<file path="src/rtl/master_controller_pkg.sv">
// Shared definitions for the packet master controller: FSM state encoding,
// routing-code constants and the default watchdog limit.
// Imported by master_controller and mc_watchdog.
package master_controller_pkg;

  typedef enum logic [1:0] {
    ST_IDLE  = 2'd0,
    ST_START = 2'd1,
    ST_RUN   = 2'd2,
    ST_ROUTE = 2'd3
  } mc_state_t;

  localparam logic [2:0] MC_NOMATCH = 3'd0;
  localparam logic [2:0] MC_SRC0    = 3'd1;
  localparam logic [2:0] MC_SRC1    = 3'd2;
  localparam logic [2:0] MC_DST0    = 3'd3;
  localparam logic [2:0] MC_DST1    = 3'd4;
  localparam logic [2:0] MC_DST2    = 3'd5;
  localparam logic [2:0] MC_DST3    = 3'd6;
  localparam logic [2:0] MC_INVALID = 3'd7;

  localparam int MC_TIMEOUT_DEFAULT = 1024;

  // An invalid code is stored as "drop" so it can never steer a packet.
  function automatic logic [2:0] mc_filter_code(input logic [2:0] code);
    return (code == MC_INVALID) ? MC_NOMATCH : code;
  endfunction

endpackage

</file>
<file path="src/rtl/mc_watchdog.sv">
// RUN-phase watchdog: counts enabled cycles and flags the last allowed one.
// Latency: expire is combinational from the count (high on count TIMEOUT_CYCLES-1 while enabled).
// Backpressure: none; clear has priority over enable, count saturates at the limit.
// Ports: clk, rst_n (async active-low), clear, enable in; expire out.
module mc_watchdog
  import master_controller_pkg::*;
#(
  parameter int TIMEOUT_CYCLES = MC_TIMEOUT_DEFAULT
) (
  input  logic clk,
  input  logic rst_n,
  input  logic clear,
  input  logic enable,
  output logic expire
);

  localparam int W = (TIMEOUT_CYCLES > 1) ? $clog2(TIMEOUT_CYCLES) : 1;
  localparam logic [W-1:0] LAST = W'(TIMEOUT_CYCLES - 1);

  logic [W-1:0] count;

  always_ff @(posedge clk or negedge rst_n) begin
    if (!rst_n) begin
      count <= '0;
    end else if (clear) begin
      count <= '0;
    end else if (enable && (count != LAST)) begin
      count <= count + 1'b1;
    end
  end

  assign expire = enable && (count == LAST);

endmodule

</file>
<file path="src/rtl/master_controller.sv">
// Packet master controller: launches the pipeline, collects the routing code
// from Master_Control instructions and hands a route decision to the output stage.
// Latency: START one cycle after pkt_avail in IDLE; route_valid one cycle after pl_done.
// Backpressure: route_valid/route_code held indefinitely until route_ready.
// Ports: clk, rst_n, pkt_avail, master_vld, master_reg, pl_done, route_ready in;
//        pipe_start, route_valid, route_code, busy, pkt_count, err_invalid, err_timeout out.
module master_controller
  import master_controller_pkg::*;
#(
  parameter int TIMEOUT_CYCLES = MC_TIMEOUT_DEFAULT
) (
  input  logic        clk,
  input  logic        rst_n,
  input  logic        pkt_avail,
  output logic        pipe_start,
  input  logic        master_vld,
  input  logic [2:0]  master_reg,
  input  logic        pl_done,
  output logic        route_valid,
  output logic [2:0]  route_code,
  input  logic        route_ready,
  output logic        busy,
  output logic [15:0] pkt_count,
  output logic        err_invalid,
  output logic        err_timeout
);

  mc_state_t  state;
  logic       wd_clear;
  logic       wd_enable;
  logic       wd_expire;
  logic [2:0] run_code;

  assign wd_clear  = (state == ST_START);
  assign wd_enable = (state == ST_RUN);

  mc_watchdog #(
    .TIMEOUT_CYCLES(TIMEOUT_CYCLES)
  ) u_watchdog (
    .clk    (clk),
    .rst_n  (rst_n),
    .clear  (wd_clear),
    .enable (wd_enable),
    .expire (wd_expire)
  );

  // Code as it stands after this cycle's retire; lets a master_vld that
  // coincides with pl_done still decide the route.
  always_comb begin
    run_code = route_code;
    if (master_vld) begin
      run_code = mc_filter_code(master_reg);
    end
  end

  always_ff @(posedge clk or negedge rst_n) begin
    if (!rst_n) begin
      state       <= ST_IDLE;
      pipe_start  <= 1'b0;
      route_valid <= 1'b0;
      route_code  <= MC_NOMATCH;
      busy        <= 1'b0;
      pkt_count   <= 16'd0;
      err_invalid <= 1'b0;
      err_timeout <= 1'b0;
    end else begin
      case (state)
        ST_IDLE: begin
          if (pkt_avail) begin
            state      <= ST_START;
            pipe_start <= 1'b1;
            busy       <= 1'b1;
          end
        end

        ST_START: begin
          state      <= ST_RUN;
          pipe_start <= 1'b0;
          route_code <= MC_NOMATCH;
        end

        ST_RUN: begin
          if (master_vld && (master_reg == MC_INVALID)) begin
            err_invalid <= 1'b1;
          end
          // pl_done outranks a coincident watchdog expiry.
          if (pl_done) begin
            state       <= ST_ROUTE;
            route_valid <= 1'b1;
            route_code  <= run_code;
          end else if (wd_expire) begin
            state       <= ST_ROUTE;
            route_valid <= 1'b1;
            route_code  <= MC_NOMATCH;
            err_timeout <= 1'b1;
          end else begin
            route_code  <= run_code;
          end
        end

        ST_ROUTE: begin
          if (route_ready) begin
            state       <= ST_IDLE;
            route_valid <= 1'b0;
            busy        <= 1'b0;
            pkt_count   <= pkt_count + 16'd1;
          end
        end

        default: begin
          state <= ST_IDLE;
        end
      endcase
    end
  end

endmodule

</file>
<file path="config.mk">
export PLATFORM = sky130hd
export DESIGN_NAME = master_controller
export DESIGN_NICKNAME = d
export VERILOG_FILES = /design/src/rtl/master_controller_pkg.sv /design/src/rtl/mc_watchdog.sv /design/src/rtl/master_controller.sv
export SDC_FILE = /design/constraint.sdc
export NUM_CORES = 1
export LEC_CHECK = 0
export ABC_CLOCK_PERIOD_IN_PS = 1600
export BUFFER_PORTS_ARGS = -buffer_cell sky130_fd_sc_hd__clkbuf_2
export CORE_ASPECT_RATIO = 1.1
export CORE_MARGIN = 2
export CORE_UTILIZATION = 49
export DETAILED_ROUTE_END_ITERATION = 10
export HOLD_SLACK_MARGIN = 0.02
export PLACE_DENSITY = 0.85
export SETUP_SLACK_MARGIN = 0.15
export SLEW_MARGIN = 20
export SYNTH_ARGS = -nofsm -noshare
export SYNTH_HDL_FRONTEND = slang
export SYNTH_SLANG_ARGS = --single-unit
</file>
<file path="constraint.sdc">
create_clock -name clk -period 1.6 [get_ports clk]
set_input_delay 0.08 -clock clk [delete_from_list [all_inputs] [get_ports clk]]
set_output_delay 0.08 -clock clk [all_outputs]
set_load 0.01 [all_outputs]
</file>
==> Word level (Yosys, flattened, before mapping) <==
Index checks and enable logic that the tools add are counted.
{ "op_classes": {"add_sub_neg": 2, "bitwise": 1, "n_mux": 19, "n_reduce_logical": 16, "eq_ne": 9} }
{ "ops": {"columns": ["operator", "n"], "rows": [
  ["$mux W10", 2],
  ["$add A16 B1 Y16 const B", 1],
  ["$mux W3", 4],
  ["$reduce_and A3 Y1", 4],
  ["$add A10 B1 Y10 const B", 1],
  ["$eq A10 B10 Y1 const B", 1],
  ["$ne A10 B10 Y1 const B", 1],
  ["$reduce_bool A2 Y1", 5],
  ["$mux W2", 4],
  ["$pmux W2 S4", 1],
  ["$pmux W1 S2", 3],
  ["$pmux W3 S2", 1],
  ["$reduce_and A2 Y1", 3],
  ["$eq A2 B2 Y1 const B", 2],
  ["$mux W1", 4],
  ["$ne A2 B2 Y1 const B", 2],
  ["$eq A3 B3 Y1 const B", 1],
  ["$logic_and A1 B1 Y1", 3],
  ["$ne A3 B3 Y1 const B", 1],
  ["$eq A2 B1 Y1 const B", 1],
  ["$logic_not A2 Y1", 1],
  ["$not A1 Y1", 1]
]} }
{ "totals": {"output_inout_bits": 24, "ff_bits": 36, "in_bits": 9} }

==> Depth between registers and ports, before layout <==
Gate-level depths: netlist of the first run.
{ "depth": {"word_depth": 6, "depth_mapped": 7, "mapped_depth_nobuf": 6} }

==> By module <==
Synthesis of the first run repeated with hierarchy kept, for this count alone.
{ "hier_totals": {"cells_unflattened": 183, "area_unflattened_um2": 1871.8} }
{ "modules_own_cells": {"columns": ["mod", "area_per_inst_um2", "instances", "cells_per_inst", "seq_area_each_um2"], "rows": [
  ["master_controller", 1221.2, 1, 112, 650.6],
  ["mc_watchdog", 650.6, 1, 71, 250.2]
]} }

==> Worst setup path after synthesis of the first run <==
No wires, ideal clock.
{ "synth_timing": {"kind": "reg-to-reg", "start": "register state[0]", "end": "register u_watchdog.count[7]", "stages_incl_launch_ff": 8, "arrival_time_ns": 1.421, "slack_ns": 0.047, "path_buffers": 1, "path_cell_list": "dfrtp_1 > inv_1 > ha_1 > clkbuf_1 > nand4_1 > a211oi_1 > xnor2_1 > nor2_1"} }
{ "synth_between": {"elab_chain_len": 3, "word_cells_on_any_way": 5} }
{ "synth_rtl": {"columns": ["item", "line_no", "rtl"], "rows": [
  ["start, declared", "master_controller.sv:28", "mc_state_t state;"],
  ["start signal, assigned", "master_controller.sv:58", "state <= ST_IDLE;"],
  ["start signal, assigned", "master_controller.sv:70", "state <= ST_START;"],
  ["start signal, assigned", "master_controller.sv:77", "state <= ST_RUN;"],
  ["$eq A2 B2 Y1", "master_controller.sv:35", "assign wd_enable = (state == ST_RUN);"],
  ["$logic_and A1 B1 Y1", "mc_watchdog.sv:27", "end else if (enable && (count != LAST)) begin"],
  ["$reduce_bool A2 Y1 (no line)", null, null],
  ["end signal, assigned", "mc_watchdog.sv:28", "count <= count + 1'b1;"],
  ["end, declared", "mc_watchdog.sv:20", "logic [W-1:0] count;"]
]} }
Several ways; a longest one is shown, not always the timed one.
A chain may end at the register's enable or synchronous reset.

==> Final worst setup path of the first run <==
{ "layout_timing": {"start": "register u_watchdog.count[3]", "end": "register u_watchdog.count[6]"} }
{ "layout_between": {"elab_chain_len": 3, "word_cells_on_any_way": 6} }
{ "layout_rtl": {"columns": ["item", "line_no"], "rows": [
  ["$add A10 B1 Y10 / $ne A10 B10 Y1 (equally long branches)", "mc_watchdog.sv:28, mc_watchdog.sv:27"],
  ["$mux W10 / $logic_and A1 B1 Y1 (equally long branches)", "mc_watchdog.sv:27"],
  ["$mux W10 / $reduce_bool A2 Y1 (equally long branches)", null]
]} }
Several ways; a longest one is shown, not always the timed one. The select of a mux whose other input is x is not followed.

==> results.cfg, run 1 <==
[status]
status = finished, final reports clean

[yosys]
syn-num-nets = 182
synth_edf_count = 0
synthFlopType = dfrtp_1
yosysWarnings = 0
syn-mean-instance-area_um2 = 10.64
ys_types = 37
yosys_register_bits = 36
syn_inst = 167
seq_area_frac_synth_pct = 50.70
synth_area_um2 = 1777
async_reset_ff_share_pct = 100.0

[cts]
cts.sinks = 36
numCtsBuffers = 5
tritoncts = built
cts_root_buf = clkbuf_4
clk_path_buf_depth = 2
insertion_delay_ps = 340
ctsHtreeMaxLevel = 2
cts.clk_slew.worst_paths_ps = 110

[timing]
slew_headroom_pct = 69.57
period_needed_ps = 1505
rsz0062_at_grt = true
finalSetupViolCount = 0
final.period_utilization_pct = 94.08
tightest_slew_ps = 456.4
fmax_mhz = 664.3
report.final.hold_viol_count = 0
skew_ps = 10.38
maxSlewViolCount = 0

[min_path]
holdCritPathClass = in2reg
min_to = err_invalid$_DFFE_PN0P_
min_path_cells = 3
worstHoldStart = master_reg[0]

[global_routing]
overflow = 0
grt_max_degree = 21
grt_pass1_wl_um = 6134
grt_pass1_vias = 1407
antenna_found_initial = 0
grtUsageTotal_pct = 20.05

[critical_path]
worst-endpoint-arrival_ps = 1710
worstSetupPathType = reg2reg
critPathMaxFanout = 4
cp-end-kind = flop
critPathLaunchType = flop
r2r_cells = 4
rrSetupSlack_ps = 90
r2r-end = u_watchdog.count[6]$_DFFE_PN0P_
worstReg2RegStart = u_watchdog.count[3]$_DFFE_PN0P_
crit_required_ps = 1810

[pwr]
peakVddDrop_mv = 0.9877
power_leakage_nw = 1.104
p_per_area_nw_per_um2 = 1394

[drt]
vias = 1558
antenna_left = 0
wl_per_cell_um = 15.43
viasPerCell = 5.584
drt-initial-drc-count = 85
drcViolationCount = 0
firstDrtPassIters = 4
wl_um = 4305

[cells_and_area]
antenna_cells = 0
area.growth.synth_to_final_pct = 36.41
nNetsFinal = 246
finalInstanceArea_um2 = 2424
fin_cells = 279
drive_above_1_share_pct = 40.69

[floorplan]
rows = 22
die_area_um2 = 4124
io_pins = 33
die-width_um = 61.42
die_h_um = 67.16
start_util_pct = 52.05
core_area_um2 = 3413

[placement]
dpl.hpwl_um = 2690
placedInstanceArea_um2 = 2096
gp_congestion = 0.7875
dpl.cell_count = 257
port_buffers = 32

[job]
drv_cap = 0
==> how the worst max path moves through the flow <==
stage | start | to | slack, ps
after detailed placement | u_watchdog.count[0]$_DFFE_PN0P_ | u_watchdog.count[8]$_DFFE_PN0P_ | -30
after global routing | u_watchdog.count[3]$_DFFE_PN0P_ | u_watchdog.count[6]$_DFFE_PN0P_ | 50
after global placement | state[0]$_DFFE_PN0P_ | u_watchdog.count[1]$_DFFE_PN0P_ | 60
final | u_watchdog.count[3]$_DFFE_PN0P_ | u_watchdog.count[6]$_DFFE_PN0P_ | 90
after floorplan | state[0]$_DFFE_PN0P_ | u_watchdog.count[7]$_DFFE_PN0P_ | 130
after CTS | state[0]$_DFFE_PN0P_ | u_watchdog.count[9]$_DFFE_PN0P_ | 60
==> cell usage in the layout (no fill, tap or decap), drive strengths merged <==
cell	n
a2111oi	1
a211oi	3
a21oi	6
a221oi	1
a22oi	1
a311oi	1
a31oi	4
a41o	1
a41oi	1
and2	2
and3	2
and4	4
buf	29
clkbuf	38
clkinv	1
dfrtp	36
dlygate4sd3	1
ha	6
inv	7
mux2	1
mux2i	2
nand2	19
nand2b	2
nand3	8
nand4	9
nor2	11
nor2b	2
nor3	4
nor4b	1
o21ai	1
o21bai	2
o22ai	2
o311ai	1
o32a	1
xnor2	18
xor2	2
==> per-stage QoR <==
step | utilization (%) | total power [W] | hold slack (ps) | setup TNS (ps) | setup slack [ps]
finish | 71.00 | 0.003378 | 30.70 | 0 | 94.75
global route | 71.00 | 0.003617 | 36.12 | 0 | 50.81
CTS | 64.77 | 0.003009 | 22.19 | 0 | 61.62
detailed placement | 61.40 | 0.002421 | 45.24 | -26.41 | -26.41
global placement | 61.40 | 0.002375 | 42.53 | 0 | 59.71
floorplan | - | 0.001978 | -215.6 | 0 | 130.4
==> layout make-up <==
| type | count | area (um^2) |
|---|---|---|
| clock inverter | 1 | 5.005 |
| inverter | 7 | 33.78 |
| timing repair buffer | 62 | 419.2 |
| multi-input combinational | 119 | 962.2 |
| fill | 271 | 989.7 |
| tap | 48 | 60.06 |
| sequential | 36 | 902.1 |
| clock buffer | 6 | 41.29 |
==> routing by layer <==
metal	vias to the layer above	wire length (um)	track usage (%)
met2	65	2254	33.11
met3	16	218	6.130
li1	724	-	-
met5	-	0	0
met1	753	1750	25.15
met4	0	82	5.851
==> cells by family (layout without fill, tap and decap cells) <==
group	count (synthesis)	count (layout)	share of synthesized area [%]
mux	3	3	1.761
fa+ha+maj	6	6	4.225
simple gates	64	64	18.87
buf+inv	12	76	3.240
flops	36	36	50.70
compound gates	26	26	11.34
xor+xnor	20	20	9.859
==> where the power goes <==
| group | total, W | internal, W | switching (W) | leakage [nW] |
|---|---|---|---|---|
| combinational | 0.00166 | 0.000803 | 0.000852 | 0.602 |
| clock | 0.000453 | 0.000162 | 0.000291 | 0.0281 |
| sequential | 0.00127 | 0.00110 | 0.000172 | 0.474 |
| total | 0.00338 | 0.00206 | 0.00132 | 1.10 |
==> critical path: stages, from the launching register on <==
cell	delay [ps]
dfrtp_1	390
buf_6	120
nand4_1	250
nor4b_1	500
nor3_1	110
==> repair_timing <==
action,4_1_cts,5_1_grt
buffers inserted,4,10
resized for setup,10,29
hold buffers,1,0
setup endpoints to repair,12,24
endpoints found under the hold margin,36,0
pin swaps,6,12
==> state kept, by name, indices dropped and copies added (netlist names) <==
signal / flops
err_invalid: 1
route_code: 3
u_watchdog.count: 10
state: 2
pipe_start: 1
busy: 1
pkt_count: 16
err_timeout: 1
route_valid: 1
==> cell usage after synthesis (all sizes together) (3+ instances only) <==
library cell | number | share of area, %
a21oi | 6 | 1.7
nand4 | 9 | 3.2
nand3 | 8 | 3.0
buf | 3 | 1.3
inv | 7 | 1.5
a31oi | 4 | 1.4
a211oi | 3 | 1.3
and4 | 4 | 2.0
nor3 | 4 | 1.1
ha | 6 | 4.2
nand2 | 19 | 4.0
dfrtp | 36 | 51
nor2 | 11 | 2.3
xnor2 | 18 | 8.9
Note: power is estimated with default switching activity, not from simulation.
==> run 2, diff against run 1 <==
==> constraint.sdc (replaced) <==
create_clock -name clk -period 1.6 [get_ports clk]
set_input_delay 0.24 -clock clk [delete_from_list [all_inputs] [get_ports clk]]
set_output_delay 0.24 -clock clk [all_outputs]
set_load 0.01 [all_outputs]
==> run 2 against run 1 <==
  * Non-clock buffer count fell by 8
  * Die area did not move
  * Global-route usage rose by 0.13 points
  * Sequential power barely moved
  * Sequential share of layout area rose by 1.8 points
  * Register-to-register slack improved by 30 ps
  * Clock-buffer cell count rose by 1
  * First-iteration DRC count rose by 20%
  * Worst setup slack improved by 31 ps
  * Critical endpoint is now state[1]$_DFFE_PN0P_
==> results.cfg, run 2 (synthesis results as in run 1) <==
[global_routing]
antenna_found_initial = 0
met2_usage_pct = 35.24
met1_usage_pct = 24.35
grt_pass1_wl_um = 6189
grtUsageTotal_pct = 20.17
grt_max_degree = 21
overflow = 0
busiest_layer = met2
grt_use_met3_pct = 5.172
grt_pass1_vias = 1398

[critical_path]
crit_required_ps = 1850
max_stage_delay_ps = 460
critPathMaxFanout = 8
worst-endpoint-arrival_ps = 1720
worstSetupPathType = reg2reg
cp.buffers_inverters = 1
crit_chain = ha_4 -> inv_1 -> nor2_2 -> a221oi_2 -> mux2i_1
critPathLaunchType = flop
crit_family = flip-flops
slowest_stage = dfrtp_2
cp-end-kind = flop

[timing]
whs_ps = 169.6
skew_ps = 5.763
tightest_slew_ps = 452.9
finalWorstSetupSlack_ps = 125.9
report.final.hold_viol_count = 0
final.period_utilization_pct = 92.13
rsz0062_at_grt = true
fin_setup_tns_ps = 0
period_needed_ps = 1474
fmax_mhz = 678.4
slew_headroom_pct = 69.81
maxSlewViolCount = 0
finalSetupViolCount = 0

[drt]
vias = 1461
drt-initial-drc-count = 102
viasPerCell = 5.391
antenna_left = 0
wl_um = 3750
firstDrtPassIters = 4
wl_per_cell_um = 13.84
drcViolationCount = 0

[placement]
gp_congestion = 0.7807
port_buffers = 32
dpl.cell_count = 257
dpl.hpwl_um = 2684
place_ws_ps = 6.243

[cells_and_area]
largest_register_ffs = 16
largest-register = pkt_count
drive_above_1_share_pct = 37.22
area.growth.synth_to_final_pct = 30.56
final_cell_mix = dfrtp_1, clkbuf_2, buf_4, nand2_1, xnor2_1
reg_top3 = pkt_count (16), u_watchdog.count (10), route_code (3)
final_common_cell = dfrtp_1
nNetsFinal = 238
fin_cells = 271
antenna_cells = 0

[pwr]
p_per_area_nw_per_um2 = 1353
power_leakage_nw = 1.060
finalPower_w = 0.003139
peakVddDrop_mv = 0.8320

[cts]
numCtsBuffers = 5
insertion_delay_ps = 330
cts.clk_slew.worst_paths_ps = 100
ctsHtreeMaxLevel = 2
cts.sinks = 36
clk_path_buf_depth = 2
tritoncts = built
cts_root_buf = clkbuf_4

[floorplan]
core_area_um2 = 3413
die_h_um = 67.16
io_pins = 33
start_util_pct = 52.05
die_area_um2 = 4124
die-width_um = 61.42
rows = 22

[job]
drv_cap = 0

[min_path]
holdCritPathClass = in2reg

[status]
status = finished, final reports clean
[run 2: changes by cell type in the layout (fill, tap and decap cells not counted), sizes merged]
| cell | previous run | this run |
|---|---|---|
| buf | 29 | 21 |
| clkbuf | 38 | 39 |
| clkinv | 1 | 0 |
[run 2: final timing paths]
check | slack [ps] | cells after the start | endpoint | start
hold reg to reg | 480 | 1 | pkt_count[15]$_DFFE_PN0P_ | pkt_count[15]$_DFFE_PN0P_
hold / removal | 170 | 3 | err_invalid$_DFFE_PN0P_ | master_reg[0]
max in group asynchronous | 750 | 3 | state[0]$_DFFE_PN0P_ | rst_n
setup reg to reg | 130 | 5 | state[1]$_DFFE_PN0P_ | state[1]$_DFFE_PN0P_
min in group asynchronous | 380 | 2 | pkt_count[8]$_DFFE_PN0P_ | rst_n
setup / recovery | 130 | 5 | state[1]$_DFFE_PN0P_ | state[1]$_DFFE_PN0P_
[run 2: routing by layer]
layer	wire length (um)	vias to the layer above
met1	1577	704
met2	1928	45
met5	0	-
met4	43	0
met3	201	5
li1	-	707
[run 2: area by class of cell]
class | instances | area, um^2
fill | 275 | 1094
multi-input combinational | 119 | 919.6
sequential | 36 | 904.6
timing repair buffer | 54 | 344.1
clock buffer | 7 | 65.06
tap | 48 | 60.06
inverter | 7 | 26.28
[run 2: power breakdown]
group	switching [W]	internal (W)
clock	0.000278	0.000249
combinational	0.000709	0.000629
sequential	0.000173	0.00110
[run 2: repair_timing]
action,4_1_cts,5_1_grt
setup endpoints to repair,17,24
gates resized for setup,9,17
hold buffers,1,0
hold endpoints to repair,16,0
pin swaps,0,6
buffers inserted,0,6
[run 2: worst reg2reg max path: stages, from the launching register on]
cell and delay [ps]:
dfrtp_2 460, ha_4 200, inv_1 150, nor2_2 80, a221oi_2 290, mux2i_1 220
[run 2: per-stage QoR]
stage	utilization [%]	instance area (um^2)
finish	67.96	2320
global route	67.96	2320
CTS	64.37	2197
detailed placement	61.40	2096
global placement	61.40	2096
floorplan	-	1783
==> run 3, diff against run 2 <==
CELL_PAD_IN_SITES_DETAIL_PLACEMENT = 1   (was default)
CELL_PAD_IN_SITES_GLOBAL_PLACEMENT = 2   (was default)
CORE_UTILIZATION = 31   (was 49)
PLACE_DENSITY = 0.84   (was 0.85)
==> run 3 against run 2 <==
  * Core utilization is 22 points lower
  * Sequential cell count stayed put
  * Clock power is 53% higher
  * Wire length is 21% higher
  * Largest power group unchanged
  * Maximum frequency is 0.75% lower
  * Via count is 2.2% higher
==> results.cfg, run 3 (synthesis results as in run 1) <==
[min_path]
holdCritPathClass = in2reg
worstHoldStart = master_reg[0]
min_to = err_invalid$_DFFE_PN0P_
min_path_cells = 3

[placement]
dpl.hpwl_um = 3158
port_buffers = 32
placedInstanceArea_um2 = 2155
place_ws_ps = -50.85
gp_congestion = 0.7903

[timing]
tightest_slew_ps = 471.8
report.final.hold_viol_count = 0
fmax_mhz = 673.3
period_needed_ps = 1485
skew_ps = 6.153
rsz0062_at_grt = true
finalWorstSetupSlack_ps = 114.9
maxSlewViolCount = 0
slew_headroom_pct = 68.55
finalSetupViolCount = 0
final.period_utilization_pct = 92.82
whs_ps = 242.3

[global_routing]
antenna_found_initial = 0
grt_max_degree = 37
grtUsageTotal_pct = 14.76
grt_use_met3_pct = 3.043
grt_pass1_wl_um = 7527
grt_pass1_vias = 1586
met1_usage_pct = 16.87
busiest_layer = met2
overflow = 0
met2_usage_pct = 26.87

[drt]
viasPerCell = 4.847
wl_per_cell_um = 14.70
vias = 1493
firstDrtPassIters = 4
drcViolationCount = 0
wl_um = 4527
antenna_left = 0
drt-initial-drc-count = 78

[critical_path]
rrSetupSlack_ps = 110
r2r-end = u_watchdog.count[9]$_DFFE_PN0P_
critPathMaxFanout = 7
worst-endpoint-arrival_ps = 1670
r2r_cells = 6
worstSetupPathType = reg2reg
critPathLaunchType = flop
crit_required_ps = 1790
worstReg2RegStart = state[0]$_DFFE_PN0P_
cp-end-kind = flop

[cts]
ctsHtreeMaxLevel = 2
cts_root_buf = clkbuf_8
cts.clk_slew.worst_paths_ps = 80
tritoncts = built
cts.sinks = 36
insertion_delay_ps = 290
clk_path_buf_depth = 2
numCtsBuffers = 5

[pwr]
power_leakage_nw = 1.156
p_per_area_nw_per_um2 = 1433
peakVddDrop_mv = 0.7663
finalPower_w = 0.003610

[floorplan]
io_pins = 33
die_h_um = 83.40
start_util_pct = 32.51
core_area_um2 = 5465
die-width_um = 76.18
rows = 28
die_area_um2 = 6353

[cells_and_area]
multiInputGateArea_um2 = 982.2
nNetsFinal = 247
finalInstanceArea_um2 = 2519
area.growth.synth_to_final_pct = 41.76
fill_cells = 628
reg_top3 = pkt_count (16), u_watchdog.count (10), route_code (3)
drive_above_1_share_pct = 41.63
largest_register_ffs = 16
final_common_cell = dfrtp_1
final_cell_mix = dfrtp_1, clkbuf_2, buf_4, nand2_1, xnor2_1
fin_util_pct = 46.09
largest-register = pkt_count
antenna_cells = 0
regArea_um2 = 902.1

[job]
drv_cap = 0

[status]
status = finished, final reports clean
run 3: cell types whose count changed in the layout (fill, tap and decap cells not counted), moves of 2 or more:
cell      change
buf_4         +9
clkbuf_4      -5
clkbuf_8      +3
dfrtp_1       +2
dfrtp_2       -2
run 3: area by class of cell:
type	count	share of cell area, %
well taps	75	3.726
repair buffers	63	16.00
inverters	7	1.043
clock inverters	3	1.689
multi-input cells	119	39.00
clock buffers	5	2.732
flip-flops and latches	36	35.82
run 3: per-stage QoR:
stage | cells | TNS [ps]
floorplan | 167 | 0
global placement | 289 | 0
finish | 308 | 0
CTS | 300 | 0
global route | 308 | 0
detailed placement | 289 | -64.05
run 3: worst max path at each step:
stage / startpoint / to / slack [ps] / cells after the start
3_3_place_gp: state[0]$_DFFE_PN0P_ / state[1]$_DFFE_PN0P_ / 40 / 6
2_1_floorplan: state[0]$_DFFE_PN0P_ / u_watchdog.count[7]$_DFFE_PN0P_ / 130 / 7
5_1_grt: u_watchdog.count[2]$_DFFE_PN0P_ / u_watchdog.count[8]$_DFFE_PN0P_ / 10 / 6
6_report: state[0]$_DFFE_PN0P_ / u_watchdog.count[9]$_DFFE_PN0P_ / 110 / 6
3_5_place_dp: state[0]$_DFFE_PN0P_ / state[1]$_DFFE_PN0P_ / -50 / 6
4_1_cts: u_watchdog.count[0]$_DFFE_PN0P_ / u_watchdog.count[9]$_DFFE_PN0P_ / 110 / 5
run 3: repair_timing:
action,CTS,global route
hold buffers,1,0
setup endpoints to repair,24,19
cloned,0,0
buffers inserted,2,8
pin swaps,1,15
endpoints found under the hold margin,36,0
gates resized for setup,15,20
run 3: report_power, final:
| part | switching (W) | internal [W] | total (W) |
|---|---|---|---|
| registers | 0.000164 | 0.00110 | 0.00126 |
| clock network | 0.000345 | 0.000461 | 0.000806 |
| logic | 0.000797 | 0.000744 | 0.00154 |
| total | 0.00131 | 0.00230 | 0.00361 |
run 3: per-layer routing:
metal  wire length [um]  part of all wire, %
met5                  0                    0
met4                 62                  1.4
met3                106                  2.3
met2               2484                   55
met1               1874                   41
run 3: critical path: stages, from the launching register on:
cell and delay [ps]:
dfrtp_1 420, inv_2 120, ha_4 190, nand4_1 180
a2111oi_4 260, xnor2_1 150, nor2_1 60
